<file path="src/rtl/motion_count_bcd.sv">
// Purpose : binary motion count -> decimal digits (sequential double-dabble), committed to display at a fixed raster line.
// Latency : request in cycle N -> busy N+1..N+COUNT_WIDTH, done_out in N+COUNT_WIDTH+1; digits_out changes at the next commit line.
// Backpress: none; requests arriving while converting go to a single-entry pending slot (latest wins), never aborting the active conversion.
//
// Ports:
//   pixel_clk_in   - pixel clock (only clock)
//   rst_n_in       - asynchronous active-low reset
//   count_in       - binary count to convert, sampled when count_valid_in is high
//   count_valid_in - single-cycle conversion request
//   hcount_in      - raster horizontal position
//   vcount_in      - raster vertical position
//   digits_out     - committed digits, digit i at [4i+3:4i], digit 0 least significant, 4'hF = blank
//   busy_out       - converter is shifting
//   done_out       - one-cycle pulse after the shadow register was updated
//   commit_out     - one-cycle pulse after digits_out was updated
module motion_count_bcd #(
  parameter int COUNT_WIDTH   = 16,
  parameter int NUM_DIGITS    = 5,
  parameter int COMMIT_LINE   = 720,
  parameter int BLANK_LEADING = 1
) (
  input  logic                    pixel_clk_in,
  input  logic                    rst_n_in,
  input  logic [COUNT_WIDTH-1:0]  count_in,
  input  logic                    count_valid_in,
  input  logic [10:0]             hcount_in,
  input  logic [9:0]              vcount_in,
  output logic [4*NUM_DIGITS-1:0] digits_out,
  output logic                    busy_out,
  output logic                    done_out,
  output logic                    commit_out
);

  localparam int BCD_W = 4 * NUM_DIGITS;
  localparam int SR_W  = BCD_W + COUNT_WIDTH;
  localparam int CNT_W = $clog2(COUNT_WIDTH + 1);

  typedef enum logic [1:0] {
    ST_IDLE  = 2'd0,
    ST_SHIFT = 2'd1,
    ST_DONE  = 2'd2
  } state_t;

  // Replace leading zero digits (never digit 0) by the blank code.
  function automatic logic [BCD_W-1:0] blank_digits(input logic [BCD_W-1:0] bcd);
    logic [BCD_W-1:0] res;
    logic             lead;
    res  = bcd;
    lead = 1'b1;
    for (int i = NUM_DIGITS - 1; i >= 1; i--) begin
      if (lead && (bcd[4*i +: 4] == 4'd0)) begin
        if (BLANK_LEADING != 0) begin
          res[4*i +: 4] = 4'hF;
        end
      end else begin
        lead = 1'b0;
      end
    end
    return res;
  endfunction

  state_t                   state_q, state_d;
  logic [SR_W-1:0]          sr_q;        // {bcd accumulator, binary remainder}
  logic [SR_W-1:0]          sr_adj;
  logic [SR_W-1:0]          sr_nxt;
  logic [CNT_W-1:0]         cnt_q;
  logic [BCD_W-1:0]         shadow_q;
  logic [BCD_W-1:0]         digits_q;
  logic                     commit_q;
  logic                     pend_vld_q;
  logic [COUNT_WIDTH-1:0]   pend_dat_q;
  logic                     load;
  logic [COUNT_WIDTH-1:0]   load_dat;
  logic                     last_shift;
  logic                     commit_hit;

  assign last_shift = (state_q == ST_SHIFT) && (cnt_q == CNT_W'(1));
  assign commit_hit = (vcount_in == 10'(COMMIT_LINE)) && (hcount_in == 11'd0);
  // A request presented in the same cycle as a pending one is newer, so it wins.
  assign load_dat   = count_valid_in ? count_in : pend_dat_q;

  // Next-state logic
  always_comb begin
    state_d = state_q;
    load    = 1'b0;
    case (state_q)
      ST_IDLE: begin
        if (count_valid_in) begin
          state_d = ST_SHIFT;
          load    = 1'b1;
        end
      end
      ST_SHIFT: begin
        if (cnt_q == CNT_W'(1)) begin
          state_d = ST_DONE;
        end
      end
      ST_DONE: begin
        if (pend_vld_q || count_valid_in) begin
          state_d = ST_SHIFT;
          load    = 1'b1;
        end else begin
          state_d = ST_IDLE;
        end
      end
      default: state_d = ST_IDLE;
    endcase
  end

  always_ff @(posedge pixel_clk_in or negedge rst_n_in) begin
    if (!rst_n_in) begin
      state_q <= ST_IDLE;
    end else begin
      state_q <= state_d;
    end
  end

  // One double-dabble step: add 3 to each BCD nibble >= 5 (no inter-nibble
  // carry), then shift the whole {bcd, bin} vector left by one.
  always_comb begin
    sr_adj = sr_q;
    for (int i = 0; i < NUM_DIGITS; i++) begin
      if (sr_q[COUNT_WIDTH + 4*i +: 4] >= 4'd5) begin
        sr_adj[COUNT_WIDTH + 4*i +: 4] = sr_q[COUNT_WIDTH + 4*i +: 4] + 4'd3;
      end
    end
    sr_nxt = sr_adj << 1;
  end

  always_ff @(posedge pixel_clk_in or negedge rst_n_in) begin
    if (!rst_n_in) begin
      sr_q       <= '0;
      cnt_q      <= '0;
      shadow_q   <= '0;
      pend_vld_q <= 1'b0;
      pend_dat_q <= '0;
    end else begin
      if (load) begin
        sr_q  <= {{BCD_W{1'b0}}, load_dat};
        cnt_q <= CNT_W'(COUNT_WIDTH);
      end else if (state_q == ST_SHIFT) begin
        sr_q  <= sr_nxt;
        cnt_q <= cnt_q - CNT_W'(1);
      end

      if (last_shift) begin
        shadow_q <= sr_nxt[SR_W-1 -: BCD_W];
      end

      if (load) begin
        pend_vld_q <= 1'b0;
      end else if (count_valid_in && (state_q != ST_IDLE)) begin
        pend_vld_q <= 1'b1;
        pend_dat_q <= count_in;
      end
    end
  end

  // Commit reads shadow_q before any same-edge write, so a conversion that
  // finishes on the commit edge shows up one frame later.
  always_ff @(posedge pixel_clk_in or negedge rst_n_in) begin
    if (!rst_n_in) begin
      digits_q <= blank_digits('0);
      commit_q <= 1'b0;
    end else begin
      commit_q <= commit_hit;
      if (commit_hit) begin
        digits_q <= blank_digits(shadow_q);
      end
    end
  end

  assign digits_out = digits_q;
  assign commit_out = commit_q;
  assign busy_out   = (state_q == ST_SHIFT);
  assign done_out   = (state_q == ST_DONE);

endmodule

</file>
<file path="config.mk">
export PLATFORM = sky130hd
export DESIGN_NAME = motion_count_bcd
export DESIGN_NICKNAME = d
export VERILOG_FILES = /design/src/rtl/motion_count_bcd.sv
export SDC_FILE = /design/constraint.sdc
export NUM_CORES = 1
export LEC_CHECK = 0
export CAP_MARGIN = 10
export CORE_AREA = 2 2 72 126
export CTS_BUF_LIST = sky130_fd_sc_hd__clkbuf_4 sky130_fd_sc_hd__clkbuf_8
export CTS_CLUSTER_SIZE = 30
export DETAILED_ROUTE_END_ITERATION = 12
export DIE_AREA = 0 0 74 128
export GPL_TIMING_DRIVEN = 0
export PLACE_DENSITY = 0.85
export SLEW_MARGIN = 0
export SYNTH_ARGS = -nofsm -noshare
export SYNTH_HDL_FRONTEND = slang
export SYNTH_SLANG_ARGS = --single-unit
</file>
<file path="constraint.sdc">
create_clock -name pixel_clk_in -period 1.9 [get_ports pixel_clk_in]
set_input_delay 0.285 -clock pixel_clk_in [delete_from_list [all_inputs] [get_ports pixel_clk_in]]
set_output_delay 0.285 -clock pixel_clk_in [all_outputs]
set_load 0.005 [all_outputs]
</file>
==> results.ini <==
[critical_path]
start_kind = primary input
timing.rr.start = state_q[1]
critical_path_required_ns = 2.16
worstRegToRegCells = 6
criticalPathCategory = in2reg
crit_path_end_kind = flip-flop
worstPathMaxFanout = 10
worstReg2RegEnd = sr_q[35]
r2r_slack_ns = 0.15
worstPathArrival_ns = 2.10

[timing]
holdWs_ns = 0.388
fin_skew_ns = 0.0149
tightest_slew_ns = 0.645
fmaxAchievable_ghz = 0.545
hold_violations = 0
finalCritPeriodShare_pct = 96.6
finalSetupViolCount = 0
min_period_ns = 1.84
slew_violations = 0
final.setup.tns_ns = 0
grt_setup_unrepaired = false
slew_headroom_pct = 57.0

[detailed_routing]
drc_errors = 0
num_vias = 3473
wirelength_um = 9710
via_per_inst = 5.64
ant_nets = 0
drtPass1Iterations = 4
wl_per_cell_um = 15.8
drtIter0Drc = 236

[global_routing]
grt_overflow = 0
grt_pass1_wl_um = 16300
grt_usage_pct = 22.4
grt_pass1_vias = 3605
antenna_found_initial = 0
grt_max_degree = 69

[placement]
place_congestion = 0.853
io_buffers = 61
hpwl_um = 7210

[logic_synthesis]
synth_simple_gate_area_share_pct = 13.3
synth_xor_area_share_pct = 1.30
synth_area_leaders = dfrtp_1, dfstp_2, mux2_2
synth_nets = 469
synth_area_mm2 = 0.00472
ys_seq_area_share_pct = 53.9
syn_inst = 417
netlist.area_leader.share_pct = 45.0
ys_warn_count = 0
synth_cell_types = 39
yosys.area.top_type = dfrtp_1
ys_ff_latch = 101
synth-adder-area-share_pct = 3.18
synth_top_family_by_area = multiplexers
synthMuxAreaShare_pct = 13.7
synth_compound_area_share_pct = 11.1
avgSynthCellArea_um2 = 11.3

[cells_and_area]
nFillCells = 609
final_nets = 546
area_growth_pct = 22.8
n_antenna_cell = 0
drive_above_1_share_pct = 19.6

[power]
powerDensity_mw_per_mm2 = 1400
leakage_nw = 2.53
ir_drop_mv = 0.935

[clock_network]
clockBufferDepth = 2
cts_root_buffer = clkbuf_8
clkLatencyLatePin_ns = 0.38
cts_tree = done
cts_made_buffers = 9
cts.sinks = 101
clk_pin_slew_ns = 0.09
h-tree-depth = 3

[floorplan]
ioPinCount = 63
fp.dieArea_mm2 = 0.00947
die_h_um = 128
rows = 45
start_util_pct = 55.5
die_w_um = 74
core_mm2 = 0.00850

[hold_path]
hp-class = in2async

[flow_run]
cap_violations = 0

[status]
outcome = finished, final reports clean

==> critical path, cell delays in order <==
cell             delay (ns)
clkdlybuf4s50_1        0.40
nor4_1                 0.30
nand3b_1               0.17
nor4_4                 0.39
buf_6                  0.20
mux2_2                 0.34
==> worst max path at each step <==
| stage | startpoint | to | slack [ns] |
|---|---|---|---|
| 6_report | vcount_in[1] | digits_out[3] | 0.06 |
| 5_1_grt | state_q[1] | sr_q[29] | 0.004 |
| 3_3_place_gp | rst_n_in | commit_out | -2.95 |
| 2_1_floorplan | hcount_in[1] | digits_out[1] | 0.16 |
| 4_1_cts | state_q[0] | busy_out | 0.02 |
| 3_5_place_dp | vcount_in[0] | digits_out[3] | -0.39 |
==> stage by stage <==
step | total power, mW | cells | instance area, um^2 | setup WS, ns | utilization [%]
2_1_floorplan | 5.60 | 417 | 4720 | 0.161 | -
3_3_place_gp | 6.30 | 595 | 5480 | -2.95 | 64.4
3_5_place_dp | 6.51 | 596 | 5500 | -0.386 | 64.7
4_1_cts | 8.09 | 615 | 5780 | 0.0190 | 68.0
5_1_grt | 8.67 | 616 | 5800 | 0.00410 | 68.2
6_report | 8.10 | 616 | 5800 | 0.0637 | 68.2
==> routing by layer <==
layer / GRT usage (%) / part of all wire [%] / vias up
met5: 0 / 0 / -
met4: 9.63 / 2.7 / 0
met3: 5.11 / 5.2 / 25
met2: 40.3 / 56 / 108
met1: 24.3 / 36 / 1697
li1: - / - / 1643
==> placed cells by master, fill, tap and decap left out, types with 3 or more instances in the layout <==
cell	Yosys	layout
xnor2_1	6	6
inv_1	17	17
ha_1	12	12
o22ai_1	13	13
or3b_2	5	5
a31oi_1	5	5
nor3_1	6	6
nand3_1	5	5
buf_4	0	4
o21ai_0	33	33
clkbuf_8	0	9
buf_6	2	3
nand2_1	39	39
buf_2	5	4
mux2i_1	20	20
mux2_4	5	5
nand2b_1	18	18
nor3b_1	4	4
a221o_1	15	15
nor2_1	24	24
mux2_2	33	33
clkdlybuf4s50_1	0	59
nor4_1	6	6
a21oi_1	15	14
clkbuf_1	11	9
dfstp_2	16	16
dfrtp_1	85	84
==> power breakdown <==
| group | switching [mW] | leakage, nW | internal, mW | total (mW) |
|---|---|---|---|---|
| Combinational | 1.64 | 1.20 | 1.45 | 3.09 |
| Clock | 0.730 | 0.114 | 0.759 | 1.49 |
| Sequential | 0.614 | 1.22 | 2.91 | 3.52 |
| Total | 2.98 | 2.53 | 5.11 | 8.10 |
==> cell type report <==
| cell class | count | area (um^2) | share of cell area [%] |
|---|---|---|---|
| Timing Repair Buffer | 66 | 663 | 11.4 |
| Clock buffer | 10 | 131 | 2.27 |
| Buffer | 20 | 125 | 2.16 |
| Inverter | 18 | 72.6 | 1.25 |
| Sequential cell | 101 | 2550 | 44.0 |
| Clock inverter | 6 | 87.6 | 1.51 |
| Multi-Input combinational cell | 278 | 2020 | 34.9 |
| Tap cell | 117 | 146 | 2.52 |
==> cells in the mapped netlist (all sizes together) <==
master and count:
a21oi 15, a221o 15, a31oi 5, buf 9, clkbuf 11, dfrtp 85
dfstp 16, ha 12, inv 18, mux2 38, mux2i 20, nand2 39
nand2b 18, nand3 5, nand3b 1, nand4 1, nand4b 1, nor2 24
nor2b 1, nor3 6, nor3b 4, nor4 8, nor4b 1, o21a 1
o21ai 33, o22ai 13, o31ai 2, or2 1, or3b 5, or4 2
xnor2 6, xor2 1
==> sequential cells by signal (all words and copies together) (netlist names) <==
| signal | flops |
|---|---|
| cnt_q | 5 |
| commit_out | 1 |
| digits_out | 20 |
| pend_dat_q | 16 |
| pend_vld_q | 1 |
| shadow_q | 20 |
| sr_q | 36 |
| state_q | 2 |
==> cells by family after synthesis <==
kind of cell,after synthesis
and+or+nand+nor,117
buffers and inverters,38
AOI/OAI and AO/OA,84
muxes,58
adders and majority gates,12
DFF,101
xor gates and xnor gates,7
==> what timing repair did <==
action	CTS	global route
endpoints found under the setup margin	7	12
resized for setup	9	7
hold buffers	1	0
hold endpoints to repair	31	0
setup buffers	2	1
(Power assumes the default switching activity.)
